### src/rtl/block_plotter_if.sv
// Bundle of draw-request and VGA-adapter signals for block_plotter.
// master: the side issuing draw requests and observing the pixel stream.
// slave : the plotter itself.
interface block_plotter_if;
  logic        start;
  logic        erase;
  logic [7:0]  x0;
  logic [6:0]  y0;
  logic [15:0] shape;
  logic [2:0]  colour;
  logic        busy;
  logic        done;
  logic [7:0]  VGA_X;
  logic [6:0]  VGA_Y;
  logic [2:0]  VGA_COLOR;
  logic        plot;

  modport master (
    output start, erase, x0, y0, shape, colour,
    input  busy, done, VGA_X, VGA_Y, VGA_COLOR, plot
  );

  modport slave (
    input  start, erase, x0, y0, shape, colour,
    output busy, done, VGA_X, VGA_Y, VGA_COLOR, plot
  );
endinterface

### src/rtl/block_plotter.sv
// block_plotter: scans a 4x4-cell piece, one pixel per clock, and emits
// VGA adapter write strobes for every pixel of every set cell.
// Scan order (innermost last): cell row, cell column, pixel row, pixel column.
// Optional feature macro: BLOCK_PLOTTER_CLIP_EN -- suppresses plot for pixels
// whose untruncated coordinate lies beyond X_MAX / Y_MAX.
module block_plotter #(
  parameter int CELL  = 4,
  parameter int X_MAX = 159,
  parameter int Y_MAX = 119
) (
  input  logic           CLOCK_50,
  input  logic           Reset,
  block_plotter_if.slave bus
);
  localparam int LC = $clog2(CELL);
  localparam int CW = 4 + 2 * LC;
  localparam int P  = 16 * CELL * CELL;
  localparam logic [CW-1:0] LAST = CW'(P - 1);

`ifdef BLOCK_PLOTTER_CLIP_EN
  localparam bit CLIP_EN = 1'b1;
`else
  localparam bit CLIP_EN = 1'b0;
`endif

  typedef enum logic [1:0] {IDLE, DRAW, DONE} state_t;

  state_t        state_q;
  logic [CW-1:0] cnt_q;
  logic [7:0]    x0_q;
  logic [6:0]    y0_q;
  logic [15:0]   shape_q;
  logic [2:0]    colour_q;
  logic          erase_q;
  logic          busy_q;
  logic          done_q;
  logic          plot_q;
  logic [7:0]    vga_x_q;
  logic [6:0]    vga_y_q;
  logic [2:0]    vga_color_q;

  logic [CW-1:0] cnt_d;
  logic [7:0]    base_x;
  logic [6:0]    base_y;
  logic [15:0]   base_shape;
  logic [LC-1:0] px;
  logic [LC-1:0] py;
  logic [1:0]    cell_col;
  logic [1:0]    cell_row;
  logic [8:0]    x_full;
  logic [7:0]    y_full;
  logic          clip;
  logic          plot_d;

  // Next pixel to present: pixel 0 straight from the request inputs when a
  // scan starts, otherwise the following pixel from the latched request.
  always_comb begin
    if (state_q == IDLE) begin
      base_x     = bus.x0;
      base_y     = bus.y0;
      base_shape = bus.shape;
      cnt_d      = '0;
    end else begin
      base_x     = x0_q;
      base_y     = y0_q;
      base_shape = shape_q;
      cnt_d      = cnt_q + CW'(1);
    end
  end

  // CELL is a power of two, so col*CELL+px is just {col, px}.
  assign px       = cnt_d[LC-1:0];
  assign py       = cnt_d[2*LC-1:LC];
  assign cell_col = cnt_d[2*LC+1:2*LC];
  assign cell_row = cnt_d[2*LC+3:2*LC+2];
  assign x_full   = {1'b0, base_x} + 9'({cell_col, px});
  assign y_full   = {1'b0, base_y} + 8'({cell_row, py});
  assign clip     = CLIP_EN && ((int'(x_full) > X_MAX) || (int'(y_full) > Y_MAX));
  assign plot_d   = base_shape[{cell_row, cell_col}] && !clip;

  // Control FSM with registered outputs; coordinates hold outside DRAW.
  always_ff @(posedge CLOCK_50) begin
    if (Reset) begin
      state_q     <= IDLE;
      cnt_q       <= '0;
      x0_q        <= '0;
      y0_q        <= '0;
      shape_q     <= '0;
      colour_q    <= '0;
      erase_q     <= 1'b0;
      busy_q      <= 1'b0;
      done_q      <= 1'b0;
      plot_q      <= 1'b0;
      vga_x_q     <= '0;
      vga_y_q     <= '0;
      vga_color_q <= '0;
    end else begin
      case (state_q)
        IDLE: begin
          done_q <= 1'b0;
          plot_q <= 1'b0;
          if (bus.start) begin
            x0_q        <= bus.x0;
            y0_q        <= bus.y0;
            shape_q     <= bus.shape;
            colour_q    <= bus.colour;
            erase_q     <= bus.erase;
            state_q     <= DRAW;
            busy_q      <= 1'b1;
            cnt_q       <= cnt_d;
            vga_x_q     <= x_full[7:0];
            vga_y_q     <= y_full[6:0];
            vga_color_q <= bus.erase ? 3'b000 : bus.colour;
            plot_q      <= plot_d;
          end
        end
        DRAW: begin
          if (cnt_q == LAST) begin
            state_q <= DONE;
            busy_q  <= 1'b0;
            done_q  <= 1'b1;
            plot_q  <= 1'b0;
          end else begin
            cnt_q       <= cnt_d;
            vga_x_q     <= x_full[7:0];
            vga_y_q     <= y_full[6:0];
            vga_color_q <= erase_q ? 3'b000 : colour_q;
            plot_q      <= plot_d;
          end
        end
        DONE: begin
          done_q  <= 1'b0;
          state_q <= IDLE;
        end
        default: state_q <= IDLE;
      endcase
    end
  end

  assign bus.busy      = busy_q;
  assign bus.done      = done_q;
  assign bus.plot      = plot_q;
  assign bus.VGA_X     = vga_x_q;
  assign bus.VGA_Y     = vga_y_q;
  assign bus.VGA_COLOR = vga_color_q;
endmodule

### src/flat_wrapper.sv
// flat-port wrapper written by rule: the top's interface ports become plain ports
module block_plotter_flat 
#(
  parameter int CELL  = 4,
  parameter int X_MAX = 159,
  parameter int Y_MAX = 119
)
  (CLOCK_50, Reset, bus_start, bus_erase, bus_x0, bus_y0, bus_shape, bus_colour, bus_busy, bus_done, bus_VGA_X, bus_VGA_Y, bus_VGA_COLOR, bus_plot);
  block_plotter_if bus_i ();
  input  logic CLOCK_50;
  input  logic Reset;
  input wire logic [$bits(bus_i.start)-1:0] bus_start;
  input wire logic [$bits(bus_i.erase)-1:0] bus_erase;
  input wire logic [$bits(bus_i.x0)-1:0] bus_x0;
  input wire logic [$bits(bus_i.y0)-1:0] bus_y0;
  input wire logic [$bits(bus_i.shape)-1:0] bus_shape;
  input wire logic [$bits(bus_i.colour)-1:0] bus_colour;
  output wire logic [$bits(bus_i.busy)-1:0] bus_busy;
  output wire logic [$bits(bus_i.done)-1:0] bus_done;
  output wire logic [$bits(bus_i.VGA_X)-1:0] bus_VGA_X;
  output wire logic [$bits(bus_i.VGA_Y)-1:0] bus_VGA_Y;
  output wire logic [$bits(bus_i.VGA_COLOR)-1:0] bus_VGA_COLOR;
  output wire logic [$bits(bus_i.plot)-1:0] bus_plot;
  assign bus_i.start = bus_start;
  assign bus_i.erase = bus_erase;
  assign bus_i.x0 = bus_x0;
  assign bus_i.y0 = bus_y0;
  assign bus_i.shape = bus_shape;
  assign bus_i.colour = bus_colour;
  assign bus_busy = bus_i.busy;
  assign bus_done = bus_i.done;
  assign bus_VGA_X = bus_i.VGA_X;
  assign bus_VGA_Y = bus_i.VGA_Y;
  assign bus_VGA_COLOR = bus_i.VGA_COLOR;
  assign bus_plot = bus_i.plot;
  block_plotter #(.CELL(CELL), .X_MAX(X_MAX), .Y_MAX(Y_MAX)) u_core (.CLOCK_50(CLOCK_50), .Reset(Reset), .bus(bus_i));
endmodule
### config.mk
export PLATFORM = sky130hd
export DESIGN_NAME = block_plotter_flat
export DESIGN_NICKNAME = d
export VERILOG_FILES = /design/src/rtl/block_plotter_if.sv /design/src/rtl/block_plotter.sv /design/src/flat_wrapper.sv
export SDC_FILE = /design/constraint.sdc
export NUM_CORES = 1
export LEC_CHECK = 0
export CAP_MARGIN = 10
export CORE_MARGIN = 5
export CORE_UTILIZATION = 35
export CTS_CLUSTER_SIZE = 12
export DETAILED_ROUTE_END_ITERATION = 16
export RECOVER_POWER = 25
export SLEW_MARGIN = 30
export SYNTH_ARGS = -nofsm -noshare
export SYNTH_HDL_FRONTEND = slang
export SYNTH_SLANG_ARGS = --single-unit
export TNS_END_PERCENT = 100
### constraint.sdc
create_clock -name CLOCK_50 -period 2.65 [get_ports CLOCK_50]
set_input_delay 0.265 -clock CLOCK_50 [delete_from_list [all_inputs] [get_ports CLOCK_50]]
set_output_delay 0.265 -clock CLOCK_50 [all_outputs]
set_load 0.02 [all_outputs]
==> flow_metrics.py, run 1 <==
metrics = {
    "logic_synthesis": {
        "seq_area_frac_synth": 0.399,
        "ys_warn_count": 0,
        "syn_area_um2": 3310,
        "ys_ff_latch": 66,
        "ys_types": 50,
        "synth_nets": 451,
        "synth-edff-count": 0,
        "yosys_most_used_dff": "dfxtp_1",
        "async_flop_share": 0,
        "syn_avg_cell_area_um2": 8.23,
        "postSynthCellCount": 402,
    },
    "global_route": {
        "grt_pass1_wl_um": 14300,
        "grt_usage": 0.159,
        "antenna_found_initial": 0,
        "grt_max_degree": 29,
        "grt_pass1_vias": 2941,
        "overflow": 0,
    },
    "timing": {
        "worst_pin_slew_ns": 0.633,
        "min_period_ns": 2.50,
        "rsz0062_at_grt": "false",
        "fmax_mhz": 400,
        "setup_viol": 0,
        "finalHoldViolations": 0,
        "report.final.slew_viol_count": 0,
        "period_share": 0.944,
        "timing.hold.ws_ns": 0.393,
        "slew_headroom": 0.566,
        "fin_tns_setup_ns": 0,
        "skew_ns": 0.00492,
    },
    "route": {
        "vias": 2948,
        "dr.pass1.iters": 4,
        "wl_per_cell_um": 14.3,
        "drc": 0,
        "finalWirelength_um": 8570,
        "avgViaCountPerCell": 4.91,
        "drt_iter0_markers": 107,
        "antenna_left": 0,
    },
    "critical_path": {
        "critPathMaxFanout": 10,
        "slowest_delay_ns": 0.38,
        "r2r_slack_ns": 0.15,
        "end_kind": "flop",
        "slowest_stage": "mux2_2",
        "critical_path_class": "reg -> reg",
        "crit_chain": "nor2_4 -> mux2_2 -> ha_1 -> fa_2 -> a21o_1 -> a21oi_2 -> nor3_1 -> xnor2_1 -> nand2_1 -> a21oi_1",
        "required_ns": 2.92,
        "arrival_ns": 2.78,
        "start_kind": "flop",
    },
    "clock_network": {
        "worstSkewPairLatency_ns": 0.34,
        "cts_buffer_depth": 2,
        "cts_tree": "yes",
        "numClockSinks": 66,
        "clk_pin_slew_worst_paths_ns": 0.07,
        "root_buffer": "clkbuf_8",
        "holdBufCountCts": 0,
        "numCtsBuffers": 9,
        "htree_levels": 3,
    },
    "floorplanning": {
        "fp.coreArea_um2": 9240,
        "rows": 35,
        "die_y_um": 107,
        "ios": 59,
        "die_x_um": 107,
        "initial_core_util": 0.358,
        "dieArea_um2": 11500,
    },
    "layout": {
        "layout-drive-gt1-share": 0.136,
        "syn_to_final_growth_pct": 32.0,
        "layout_common_cells": "nand2_1, dfxtp_1, a21oi_1, clkdlybuf4s50_1, nor2_1",
        "fillers": 906,
        "mostFrequentLayoutCell": "nand2_1",
        "finalNetCount": 515,
        "diodes": 0,
        "stdcell_area_um2": 4370,
    },
    "placement": {
        "place_area_um2": 4080,
        "gp_congestion": 0.865,
        "hpwl_um": 6270,
        "io_buffers": 58,
    },
    "worst_hold_path": {
        "hold_class": "in -> reg",
    },
    "run": {
        "maxCapViolations": 0,
    },
    "status": {
        "outcome": "finished, final reports clean",
    },
    "power_and_ir_drop": {
        "power.density_nw_per_um2": 606,
        "p_leak_nw": 1.75,
        "irDropWorstVdd_mv": 0.225,
    },
}
cells by family after synthesis:
| logic type | after synthesis | share of synthesized area |
|---|---|---|
| and+or+nand+nor | 176 | 0.249 |
| AOI/OAI and AO/OA | 91 | 0.168 |
| adders and majority gates | 11 | 0.0461 |
| DFF | 66 | 0.399 |
| xor gates and xnor gates | 13 | 0.0367 |
| buffers and inverters | 25 | 0.0356 |
| muxes | 20 | 0.0654 |
final cells by class:
| cell class | instances | area (µm²) | share of cell area |
|---|---|---|---|
| timing repair buffer | 76 | 707 | 0.162 |
| inverter | 2 | 7.51 | 0.00172 |
| clock buffer | 12 | 165 | 0.0378 |
| clock inverter | 4 | 120 | 0.0275 |
| multi-input combinational | 311 | 1880 | 0.431 |
| sequential | 66 | 1320 | 0.303 |
| tap | 129 | 161 | 0.0370 |
where the power goes:
| group | switching, W | internal (W) |
|---|---|---|
| Clock | 0.000384 | 0.000798 |
| Combinational | 0.000206 | 0.000178 |
| Sequential | 0.0000290 | 0.00105 |
| Total | 0.000620 | 0.00202 |
synthesized netlist by cell type, types with 2 or more instances:
library cell	n	area [µm²]
nand2b_1	4	25.0
mux2_2	9	101
nor2_4	2	22.5
o21ai_0	6	30.0
a211oi_1	5	37.5
o21ai_1	2	10.0
nand2_2	2	12.5
nor3b_1	5	37.5
mux2i_1	10	100
nor3_1	8	40.0
fa_1	2	40.0
xor2_1	3	26.3
ha_1	9	113
nand4_1	2	12.5
a311oi_1	3	26.3
buf_2	10	50.1
nand2_1	103	387
nand3_1	10	50.1
or3_1	3	18.8
nor2_1	26	97.6
nor2b_1	2	12.5
a21o_1	7	52.6
inv_1	2	7.51
a21oi_1	57	285
xnor2_1	9	78.8
or3_4	2	22.5
dfxtp_1	66	1320
clkbuf_1	11	41.3
timing repair:
| action | 4_1_cts | 5_1_grt |
|---|---|---|
| setup buffers | 0 | 0 |
| setup endpoints to repair | 0 | 3 |
| endpoints found under the hold margin | 0 | 0 |
| gates resized for setup | 0 | 2 |
through the flow:
step	utilization	cells	total power (W)	setup WS [ns]
CTS	0.472	600	0.00268	0.144
finish	0.472	600	0.00264	0.149
global placement	0.441	584	0.00149	0.195
detailed placement	0.441	584	0.00149	0.150
floorplan	-	402	0.00133	0.0465
global route	0.472	600	0.00275	0.0171
final timing paths:
kind	startpoint	endpoint	depth (start not counted)
worst max-delay path	u_core.state_q[1]$_SDFFE_PP0P_	u_core.bus.VGA_X[6]$_SDFFE_PP0P_	10
worst min-delay path	Reset	u_core.cnt_q[1]$_SDFFE_PP0P_	2
worst max register to register	u_core.state_q[1]$_SDFFE_PP0P_	u_core.bus.VGA_X[6]$_SDFFE_PP0P_	10
worst min register to register	u_core.bus.VGA_Y[0]$_SDFFE_PP0P_	u_core.bus.VGA_Y[0]$_SDFFE_PP0P_	2
routing by layer:
metal,up-vias,routed length (µm),share of wire,track usage
met3,10,375,0.044,0.0361
met1,1362,4040,0.47,0.203
met4,0,151,0.018,0.0658
met5,-,0,0,0
met2,63,4000,0.47,0.256
li1,1513,-,-,-
worst max-delay path, delay by kind of cell (launching register included):
kind | cells | cell delay [ns]
AOI/OAI and AO/OA | 3 | 0.53
adders and majority gates | 2 | 0.56
xor gates and xnor gates | 1 | 0.19
and+or+nand+nor | 3 | 0.45
muxes | 1 | 0.38
DFF | 1 | 0.33
registers in the layout, indices dropped and copies added, names as in the netlist:
register	flops
u_core.state_q	2
u_core.bus.busy	1
u_core.colour_q	3
u_core.y0_q	7
u_core.bus.plot	1
u_core.cnt_q	8
u_core.bus.done	1
u_core.erase_q	1
u_core.bus.VGA_COLOR	3
u_core.bus.VGA_X	8
u_core.bus.VGA_Y	7
u_core.x0_q	8
u_core.shape_q	16
Note: power is estimated with default switching activity, not from simulation.
==> inputs of run 2 (changes only) <==
--- a/config.mk
+++ b/config.mk
@@ -8,6 +8,7 @@
 export CAP_MARGIN = 10
 export CORE_MARGIN = 5
 export CORE_UTILIZATION = 35
+export CTS_BUF_LIST = sky130_fd_sc_hd__clkbuf_16
 export CTS_CLUSTER_SIZE = 12
 export DETAILED_ROUTE_END_ITERATION = 16
 export RECOVER_POWER = 25
==> run 2 against run 1 <==
Net effect: maximum frequency increased by 0.76%; first-iteration DRC count down 10%; die area unchanged; via count increased by 0.10%; clock power increased by 20%; clock skew shrank 0.00057 ns; cell count is 0.67% higher; global-route usage barely moved.
==> flow_metrics.py, run 2 (synthesis results as in run 1) <==
metrics = {
    "status": {
        "outcome": "finished, final reports clean",
    },
    "power_and_ir_drop": {
        "irDropWorstVdd_mv": 0.254,
        "p_sw_frac": 0.226,
        "power.switching_w": 0.000652,
        "p_leak_nw": 1.79,
        "p_int_w": 0.00224,
        "power_w": 0.00289,
        "pwr-share-comb": 0.135,
        "pwr-share-seq": 0.373,
        "pwr-share-clk": 0.492,
        "power.density_nw_per_um2": 647,
    },
    "timing": {
        "fin_tns_setup_ns": 0,
        "period_share": 0.937,
        "min_period_ns": 2.48,
        "setup_slack_ns": 0.168,
        "report.final.slew_viol_count": 0,
        "skew_ns": 0.00435,
        "finalHoldViolations": 0,
        "worst_pin_slew_ns": 0.652,
        "setup_viol": 0,
        "slew_headroom": 0.553,
        "rsz0062_at_grt": "false",
        "fmax_mhz": 403,
    },
    "layout": {
        "regMostFlops": "u_core.shape_q",
        "layout_common_cells": "nand2_1, dfxtp_1, a21oi_1, clkdlybuf4s50_1, nor2_1",
        "diodes": 0,
        "syn_to_final_growth_pct": 34.9,
        "fillers": 902,
        "largest_register_ffs": 16,
        "layout-drive-gt1-share": 0.135,
        "mostFrequentLayoutCell": "nand2_1",
        "finalNetCount": 519,
    },
    "critical_path": {
        "end_kind": "flop",
        "start_kind": "flop",
        "critPathMaxFanout": 10,
        "slowest_delay_ns": 0.41,
        "arrival_ns": 2.74,
        "ff2ff_path_depth": 10,
        "required_ns": 2.91,
        "critical_path_class": "reg -> reg",
        "crit_chain": "nor2_4 -> mux2_2 -> ha_1 -> fa_1 -> a21o_1 -> a21oi_1 -> nor3_1 -> xnor2_1 -> nand2_1 -> a21oi_1",
        "r2r_slack_ns": 0.17,
        "slowest_stage": "fa_1",
        "cp_common_cell": "a21oi_1",
        "rr_startpoint": "u_core.state_q[1]$_SDFFE_PP0P_",
        "regToRegEndpoint": "u_core.bus.VGA_Y[6]$_SDFFE_PP0P_",
    },
    "floorplanning": {
        "initial_core_util": 0.358,
        "die_x_um": 107,
        "fp.coreArea_um2": 9240,
        "dieArea_um2": 11500,
        "die_y_um": 107,
        "rows": 35,
        "ios": 59,
    },
    "clock_network": {
        "numCtsBuffers": 9,
        "root_buffer": "clkbuf_16",
        "numClockSinks": 66,
        "cts_buffer_depth": 2,
        "htree_levels": 3,
        "clk_pin_slew_worst_paths_ns": 0.05,
        "cts_tree": "yes",
        "worstSkewPairLatency_ns": 0.33,
    },
    "route": {
        "avgViaCountPerCell": 4.89,
        "vias": 2951,
        "drc": 0,
        "antenna_left": 0,
        "finalWirelength_um": 8560,
        "drt_iter0_markers": 96,
        "dr.pass1.iters": 4,
        "wl_per_cell_um": 14.2,
    },
    "placement": {
        "preCtsSetupSlack_ns": 0.150,
        "io_buffers": 58,
        "hpwl_um": 6270,
        "gp_congestion": 0.865,
    },
    "global_route": {
        "overflow": 0,
        "grt_max_degree": 29,
        "grt_usage": 0.159,
        "antenna_found_initial": 0,
        "grt_pass1_vias": 2964,
        "grt_pass1_wl_um": 14300,
    },
    "worst_hold_path": {
        "hp-start": "Reset",
        "min_to": "u_core.cnt_q[6]$_SDFFE_PP0P_",
        "hold_class": "in -> reg",
        "hold_depth": 2,
    },
    "run": {
        "maxCapViolations": 0,
    },
}
## run 2: changes by cell type in the layout (fill, tap and decap cells not counted)
cell | before | now
clkbuf_16 | 0 | 9
ha_1 | 9 | 8
clkinv_1 | 0 | 3
a21oi_2 | 4 | 2
ha_2 | 0 | 1
buf_4 | 17 | 21
clkbuf_8 | 12 | 0
a21oi_1 | 54 | 56
## run 2: timing repair
| action | 4_1_cts | 5_1_grt |
|---|---|---|
| setup endpoints to repair | 0 | 3 |
| gates resized for setup | 0 | 1 |
| hold buffers | 0 | 0 |
| buffers inserted | 0 | 4 |
## run 2: power by group through the flow
stage | combinational (W) | clock [W] | sequential (W)
2_1_floorplan | 0.000200 | 0 | 0.00113
3_3_place_gp | 0.000390 | 0 | 0.00110
3_5_place_dp | 0.000394 | 0 | 0.00110
4_1_cts | 0.000397 | 0.00144 | 0.00108
5_1_grt | 0.000431 | 0.00147 | 0.00109
6_report | 0.000389 | 0.00142 | 0.00108
## run 2: layout make-up
class	instances	area, µm²	area share
Clock buffer	9	225	0.0505
Clock inverter	7	131	0.0294
Inverter	2	7.51	0.00168
Multi-Input combinational cell	311	1880	0.421
Sequential cell	66	1320	0.296
Tap cell	129	161	0.0362
Timing Repair Buffer	80	737	0.165
## run 2: layer usage
layer | vias to the layer above | share of wire | GRT usage
met5 | - | 0 | 0
met4 | 0 | 0.020 | 0.0767
met3 | 11 | 0.035 | 0.0289
met2 | 53 | 0.47 | 0.257
met1 | 1364 | 0.47 | 0.203
li1 | 1523 | - | -
## run 2: how the worst max path moves through the flow
stage,from,endpoint,cells after the start,slack (ns)
final,u_core.state_q[1]$_SDFFE_PP0P_,u_core.bus.VGA_Y[6]$_SDFFE_PP0P_,10,0.17
after global routing,u_core.state_q[1]$_SDFFE_PP0P_,u_core.bus.VGA_Y[6]$_SDFFE_PP0P_,10,0.007
after CTS,u_core.state_q[0]$_SDFFE_PP0P_,u_core.bus.VGA_Y[6]$_SDFFE_PP0P_,10,0.15
after detailed placement,bus_y0[0],u_core.bus.VGA_Y[6]$_SDFFE_PP0P_,10,0.15
after global placement,bus_y0[0],u_core.bus.VGA_Y[6]$_SDFFE_PP0P_,10,0.19
after floorplan,u_core.state_q[0]$_SDFFE_PP0P_,u_core.bus.VGA_X[6]$_SDFFE_PP0P_,13,0.05
## run 2: through the flow
stage / instance area, µm² / instances / hold slack, ns / utilization
2_1_floorplan: 3330 / 402 / 0.361 / -
3_3_place_gp: 4080 / 584 / 0.440 / 0.441
3_5_place_dp: 4080 / 584 / 0.446 / 0.441
4_1_cts: 4430 / 600 / 0.417 / 0.480
5_1_grt: 4460 / 604 / 0.445 / 0.483
6_report: 4460 / 604 / 0.413 / 0.483
## run 2: worst max-delay path: cells and delay by family, from the launching register on
kind	cells	cell delay, ns
xor gates and xnor gates	1	0.15
AOI/OAI and AO/OA	3	0.52
muxes	1	0.38
adders and majority gates	2	0.62
DFF	1	0.33
and+or+nand+nor	3	0.41
